$ cat config.mk
export PLATFORM = sky130hd
export DESIGN_NAME = alu_issue_stage
export DESIGN_NICKNAME = d
export VERILOG_FILES = /design/src/rtl/alu_issue_stage.sv
export SDC_FILE = /design/constraint.sdc
export NUM_CORES = 1
export LEC_CHECK = 0
export ABC_AREA = 1
export CORE_AREA = 3 3 113 115
export CTS_CLUSTER_DIAMETER = 40
export DETAILED_ROUTE_END_ITERATION = 8
export DIE_AREA = 0 0 116 118
export PLACE_DENSITY = 0.79
export SLEW_MARGIN = 10
export SYNTH_ARGS = -nofsm -noshare
export SYNTH_HDL_FRONTEND = slang
export SYNTH_SLANG_ARGS = --single-unit
$ cat constraint.sdc
create_clock -name clk -period 2.2 [get_ports clk]
set_clock_uncertainty 0.15 [all_clocks]
set_input_delay 0.22 -clock clk [delete_from_list [all_inputs] [get_ports clk]]
set_output_delay 0.22 -clock clk [all_outputs]
set_load 0.01 [all_outputs]
$ cat src/rtl/alu_issue_stage.sv
// alu_issue_stage: issue register (S1) feeding the ALU plus a tag pipe (S2) aligned with the ALU result.
// Ports:
//   clk, reset                      clock and synchronous active-high reset
//   in_valid_i/in_ready_o           decoded-instruction handshake (in_op_i, in_rs_i, in_rt_i, in_imm_i, in_rd_i)
//   flush_i                         kills everything in flight
//   alu_a_o/alu_b_o/alu_ctrl_o      registered ALU operands and control
//   alu_r_i/alu_ovf_i/alu_branch_i  registered ALU result and flags
//   res_*_o                         writeback view of S2, aligned with alu_r_i
//   issue_cnt_o                     wrapping count of accepted legal instructions
module alu_issue_stage #(
    parameter int DATA_W = 32,
    parameter int IMM_W  = 16,
    parameter int RD_W   = 5,
    parameter int CNT_W  = 16
) (
    input  logic              clk,
    input  logic              reset,
    input  logic              in_valid_i,
    output logic              in_ready_o,
    input  logic [3:0]        in_op_i,
    input  logic [DATA_W-1:0] in_rs_i,
    input  logic [DATA_W-1:0] in_rt_i,
    input  logic [IMM_W-1:0]  in_imm_i,
    input  logic [RD_W-1:0]   in_rd_i,
    input  logic              flush_i,
    output logic [DATA_W-1:0] alu_a_o,
    output logic [DATA_W-1:0] alu_b_o,
    output logic [2:0]        alu_ctrl_o,
    input  logic [DATA_W-1:0] alu_r_i,
    input  logic              alu_ovf_i,
    input  logic              alu_branch_i,
    output logic              res_valid_o,
    output logic [DATA_W-1:0] res_data_o,
    output logic [RD_W-1:0]   res_rd_o,
    output logic              res_wb_en_o,
    output logic              res_ovf_o,
    output logic              res_br_taken_o,
    output logic              res_illegal_o,
    output logic [CNT_W-1:0]  issue_cnt_o
);
    localparam logic [2:0] OP_ADD = 3'd0, OP_SUB = 3'd1, OP_OR = 3'd2, OP_XOR = 3'd3;
    localparam logic [2:0] OP_BEQ = 3'd4, OP_ADDI = 3'd5, OP_ORI = 3'd6, OP_XORI = 3'd7;
    typedef enum logic {RUN, BR_WAIT} state_t;
    state_t              state_q, state_d;
    logic [1:0]          wait_q, wait_d;
    logic                s1_valid_q, s1_illegal_q, s2_valid_q, s2_illegal_q;
    logic [2:0]          s1_op_q, s2_op_q;
    logic [RD_W-1:0]     s1_rd_q, s2_rd_q;
    logic [DATA_W-1:0]   alu_a_q, alu_b_q;
    logic [2:0]          alu_ctrl_q;
    logic [CNT_W-1:0]    issue_cnt_q;
    logic                accept, legal;
    logic [2:0]          op, dec_ctrl;
    logic [DATA_W-1:0]   imm_ext, b_sel;
    assign op       = in_op_i[2:0];
    assign legal    = ~in_op_i[3];
    assign accept   = in_valid_i & in_ready_o;
    assign dec_ctrl = (op == OP_ADD || op == OP_ADDI) ? 3'b000 :
                      (op == OP_SUB)                  ? 3'b001 :
                      (op == OP_OR  || op == OP_ORI)  ? 3'b100 :
                      (op == OP_XOR || op == OP_XORI) ? 3'b010 : 3'b011;
    assign imm_ext  = (op == OP_ADDI) ? {{(DATA_W-IMM_W){in_imm_i[IMM_W-1]}}, in_imm_i}
                                      : {{(DATA_W-IMM_W){1'b0}}, in_imm_i};
    // Immediate forms are the only opcodes above BEQ
    assign b_sel    = (op > OP_BEQ) ? imm_ext : in_rt_i;
    // Wait counter is loaded with 2 on BEQ accept; RUN resumes on the edge that takes it to 0
    always_comb begin
        state_d    = state_q;
        wait_d     = wait_q;
        in_ready_o = ~reset & ~flush_i & (state_q == RUN);
        if (flush_i) begin
            state_d = RUN;
            wait_d  = 2'd0;
        end else if (state_q == RUN) begin
            if (accept && legal && op == OP_BEQ) begin
                state_d = BR_WAIT;
                wait_d  = 2'd2;
            end
        end else begin
            wait_d  = wait_q - 2'd1;
            state_d = (wait_q == 2'd1) ? RUN : BR_WAIT;
        end
    end
    always_ff @(posedge clk) begin
        if (reset) begin
            state_q      <= RUN;
            wait_q       <= 2'd0;
            s1_valid_q   <= 1'b0;
            s1_illegal_q <= 1'b0;
            s1_op_q      <= 3'd0;
            s1_rd_q      <= '0;
            s2_valid_q   <= 1'b0;
            s2_illegal_q <= 1'b0;
            s2_op_q      <= 3'd0;
            s2_rd_q      <= '0;
            alu_a_q      <= '0;
            alu_b_q      <= '0;
            alu_ctrl_q   <= 3'b111;
            issue_cnt_q  <= '0;
        end else begin
            state_q      <= state_d;
            wait_q       <= wait_d;
            // accept is already false while flushing, so S1 naturally loads a bubble
            s1_valid_q   <= accept & legal;
            s1_illegal_q <= accept & ~legal;
            alu_ctrl_q   <= (accept & legal) ? dec_ctrl : 3'b111;
            s2_valid_q   <= s1_valid_q & ~flush_i;
            s2_illegal_q <= s1_illegal_q & ~flush_i;
            s2_op_q      <= s1_op_q;
            s2_rd_q      <= s1_rd_q;
            issue_cnt_q  <= issue_cnt_q + CNT_W'(accept & legal);
            if (accept) begin
                alu_a_q <= in_rs_i;
                alu_b_q <= b_sel;
                s1_op_q <= op;
                s1_rd_q <= in_rd_i;
            end
        end
    end
    assign alu_a_o        = alu_a_q;
    assign alu_b_o        = alu_b_q;
    assign alu_ctrl_o     = alu_ctrl_q;
    assign issue_cnt_o    = issue_cnt_q;
    // ALU flags are undefined after its reset, so every qualifier is gated by res_valid
    assign res_valid_o    = s2_valid_q;
    assign res_data_o     = s2_valid_q ? alu_r_i : '0;
    assign res_rd_o       = s2_valid_q ? s2_rd_q : '0;
    assign res_wb_en_o    = s2_valid_q & (s2_op_q != OP_BEQ) & (s2_rd_q != '0);
    assign res_ovf_o      = s2_valid_q & alu_ovf_i &
                            (s2_op_q == OP_ADD || s2_op_q == OP_SUB || s2_op_q == OP_ADDI);
    assign res_br_taken_o = s2_valid_q & alu_branch_i & (s2_op_q == OP_BEQ);
    assign res_illegal_o  = s2_illegal_q;
endmodule

Word-level counts from Yosys, hierarchy flattened:

Index checks and enable logic that the tools add are counted.

* register bits after elaboration: 106
* word-level logic and storage cells: 74
* input port bits: 127

* muxes and demuxes: 13
* $add $sub $neg: 2
* reductions and logical operators: 13
* equal/unequal tests: 12
* magnitude comparators: 1
* bitwise operators: 19

Operators with widths (count)
* $mux 32: 3
* $eq 3x3->1 const B: 6
* $add 16x1->16: 1
* $and 1x1->1: 14
* $mux 3: 3
* $eq 3x1->1 const B: 2
* $eq 3x2->1 const B: 2
* $logic_not 3->1: 2
* $logic_or 1x1->1: 5
* $mux 5: 1
* $not 1->1: 5
* $reduce_bool 5->1: 1
* $mux 1: 4
* $mux 2: 2
* $reduce_or 2->1: 2
* $gt 3x3->1 const B: 1
* $ne 3x3->1 const B: 1
* $eq 2x1->1 const B: 1
* $logic_and 1x1->1: 2
* $reduce_bool 2->1: 1
* $sub 2x1->2 const B: 1

Logic depth before layout (Yosys ltp):

* word-level depth: 8
* depth in mapped cells: 12
* mapped depth without buffers: 11

Worst setup path after synthesis:

Ideal clock, no wire load.

* path type: register -> register
* start point: reg state_q
* end point: reg issue_cnt_q[14] (netlist: issue_cnt_o[14])
* setup slack: 0.297 ns
* data required time: 1.918 ns
* path buffers: 0
* stages on the path, launching flop included: 11
* library setup time: 0.132 ns
* clock period less this slack: 1.903 ns
* data arrival time: 1.621 ns
* cell sequence: dfxtp_1 > inv_1 > nand3_4 > nor2_1 > ha_1 > ha_1 > nand3_1 > nor2_1 > nand3_1 > nand2_1 > a21oi_1

* cells in the longest elaborated chain, start to end: 5

RTL lines
* from (decl): line 44 `state_t state_q, state_d;`
* from (signal assigned): line 101 `state_q <= state_d;`
* $not 1->1
* $and 1x1->1: line 70 `in_ready_o = ~reset & ~flush_i & (state_q == RUN);`
* $and 1x1->1: line 57 `assign accept = in_valid_i & in_ready_o;`
* $and 1x1->1: line 111 `issue_cnt_q <= issue_cnt_q + CNT_W'(accept & legal);`
* $add 16x1->16: line 111
* to (signal assigned): line 111
* to (decl): line 51 `logic [CNT_W-1:0] issue_cnt_q;`

Every way passes these cells.
A chain may end at the register's enable or synchronous reset.

Worst setup path in the final report:

* start point: in flush_i
* end point: out in_ready_o

* cells in the longest elaborated chain, start to end: 3

RTL lines
* from (decl): line 25 `input logic flush_i,`
* $not 1->1: line 70
* $and 1x1->1 (2 in a row): line 70
* to (decl): line 19 `output logic in_ready_o,`

Every way passes these cells.

==> results.tsv <==
stage	metric	value	unit
clock_tree	cts_sinks	106	
yosys	ys_seq_elements	106	
route	first_pass_iters	4	
route	drt_iter0_markers	231	
global_route	grt_antenna_before_repair	0	
setup_path	end_kind	output port	
yosys	ys_warn_count	0	
sta	fmax	488	MHz
clock_tree	cts_tree	yes	
cells_and_area	fin_util	0.634	
global_route	grt_first_pass_wirelength	22400	um
clock_tree	htreeDepth	3	
setup_path	critPathLaunchType	input port	
clock_tree	numCtsBuffers	9	
yosys	yosysMostFrequentCell	nand2_1	
placed_design	port_buffers	252	
cells_and_area	drive_above_1_share	0.0436	
yosys	synthDistinctLibCells	28	
setup_path	crit_slowest_cell	clkdlybuf4s50_1	
pwr	vdd_drop_max	0.328	mV
placed_design	dp_hpwl	11100	um
clock_tree	post_cts_resized	0	
yosys	synth-edff-count	0	
sta	min_period_over_period	0.932	
pwr	power.density	554	mW/mm^2
cells_and_area	insertedDiodeCount	0	
setup_path	r2r-start	state_q$_SDFF_PP0_	
sta	rsz0062_at_grt	false	
yosys	async_flop_share	0	
sta	setup_viol	0	
yosys	synth_top_area_frac	0.464	
floorplanning	fp.dieW	116	um
global_route	grt_usage	0.205	
cells_and_area	fin_nets	1042	
sta	hold_violations	0	
yosys	yosysTopAreaCell	dfxtp_1	
floorplanning	start_util	0.384	
clock_tree	cts-root-buf	clkbuf_16	
route	drt-total-wl	14400	um
global_route	grt_start_max_net_pins	44	
placed_design	gp_congestion	0.889	
clock_tree	cts_hold_buf	0	
floorplanning	fp.dieArea	0.0137	sq mm
floorplanning	ios	253	
pwr	finalPower	4.18	mW
sta	drv_slew	0	
cells_and_area	postLayoutCellArea	0.00755	sq mm
sta	hold_slack	260	ps
pwr	p_leak	3.41	nW
setup_path	cp.required	1830	ps
yosys	synth_nets	796	
route	routed_via_density	4.61	
run_status	status	complete, no violations	
run	timing.max_cap.violations	0	
sta	slew_headroom	0.686	
yosys	netlist_instances	666	
route	drc	0	
setup_path	crit_chain	clkdlybuf4s50_1 -> nor2_8 -> buf_4 -> inv_1 -> nor2_1 -> clkdlybuf4s50_1	
sta	post-route-min-period	2050	ps
yosys	syn_avg_cell_area	6.87	sq um
setup_path	cpMostUsedCell	clkdlybuf4s50_1	
clock_tree	cts_buffer_depth	2	
route	post_drt_wl_per_cell	13.5	um
route	detail-route-antenna-nets	0	
floorplanning	core_area	0.0119	sq mm
setup_path	critPathKind	input port to output port	
route	vias	4908	
global_route	grt_pass1_vias	4611	
hold_path	hold_start	reset	
global_route	grt.overflow.total	0	
clock_tree	clk_latency	340	ps
sta	worstMarginPinSlew	471	ps
hold_path	hp-class	input port to flop	
yosys	synth_top_cells_by_area	dfxtp_1 46%, nand2_1 13%, inv_1 11%	
setup_path	startpoint	flush_i	
yosys	synth_common_cells	160 x nand2_1, 132 x inv_1, 106 x dfxtp_1	
setup_path	crit_fanout	3	
setup_path	critPathMaxStageDelay	540	ps
yosys	synth_flop_cell	dfxtp_1	
floorplanning	rows	40	
clock_tree	cts_setup_buffers	0	
yosys	ys_seq_area_frac	0.464	
cells_and_area	fillCellCount	1087	
placed_design	postPlaceCellArea	0.00727	sq mm
cells_and_area	synthToLayoutAreaGrowth	65.0	%
setup_path	cp.arrival	1680	ps
floorplanning	fp.dieH	118	um
yosys	syn_area	0.00458	sq mm
clock_tree	path_clk_slew	70	ps
logic make-up after synthesis:
group / count (synthesis) / synth area share
and+or+nand+nor: 247 / 0.217
buffers and inverters: 166 / 0.148
AOI/OAI and AO/OA: 142 / 0.159
DFF: 106 / 0.464
adders and majority gates: 3 / 0.00820
xor gates and xnor gates: 2 / 0.00383
per-layer routing:
layer,routed length [um],vias up,part of all wire,global-route usage
li1,-,2513,-,-
met1,5430,2164,0.38,0.218
met2,7010,202,0.49,0.363
met3,1600,29,0.11,0.0807
met4,333,0,0.023,0.0689
met5,0,-,0,0
through the flow:
step                cells  TNS [ps]  setup WS, ps
finish               1064         0           150
global placement     1048      -237          -100
CTS                  1064         0          87.2
floorplan             666         0           297
detailed placement   1048      -458          -143
global route         1064         0          37.5
cell type report:
type / instances / area, sq um / share of cell area
timing repair buffer: 268 / 2690 / 0.356
sequential: 106 / 2120 / 0.281
multi-input combinational: 394 / 1780 / 0.235
inverter: 133 / 499 / 0.0661
clock buffer: 9 / 225 / 0.0298
tap: 147 / 184 / 0.0244
clock inverter: 7 / 56.3 / 0.00746
where the power goes:
group	switching, mW	internal, mW	leakage [nW]
Clock	0.752	0.787	0.142
Combinational	0.256	0.370	2.40
Sequential	0.0312	1.99	0.863
registers in the layout, summed over array words and instances (netlist names):
register / count
alu_a_o: 32
alu_b_o: 32
issue_cnt_o: 16
s1_rd_q: 5
s2_rd_q: 5
alu_ctrl_o: 3
s1_op_q: 3
s2_op_q: 3
wait_q: 2
res_illegal_o: 1
res_valid_o: 1
s1_illegal_q: 1
s1_valid_q: 1
state_q: 1
cells in the final DEF, fill, tap and decap left out, types with 9 or more instances in the layout:
master and instances:
a21oi_1 86, buf_4 12, dfxtp_1 106, o21ai_1 11, nor2_1 63, nand3_1 13, clkbuf_16 9, clkdlybuf4s50_1 250
inv_1 132, o21ai_0 39, nand2_1 160
worst max-delay path: cells and delay by family:
kind | cells | cell delay (ps)
buf+inv | 4 | 1220
simple gates | 2 | 240
path summary, 6_finish.rpt:
check | to | slack (ps) | cells past startpoint
worst max-delay path | in_ready_o | 150 | 6
worst min-delay path | wait_q[0]$_SDFFE_PP0P_ | 260 | 5
worst max register to register | issue_cnt_o[14]$_SDFF_PP0_ | 220 | 10
worst min register to register | s2_op_q[0]$_SDFF_PP0_ | 270 | 2
No activity file was read; power rests on OpenSTA's default activity.
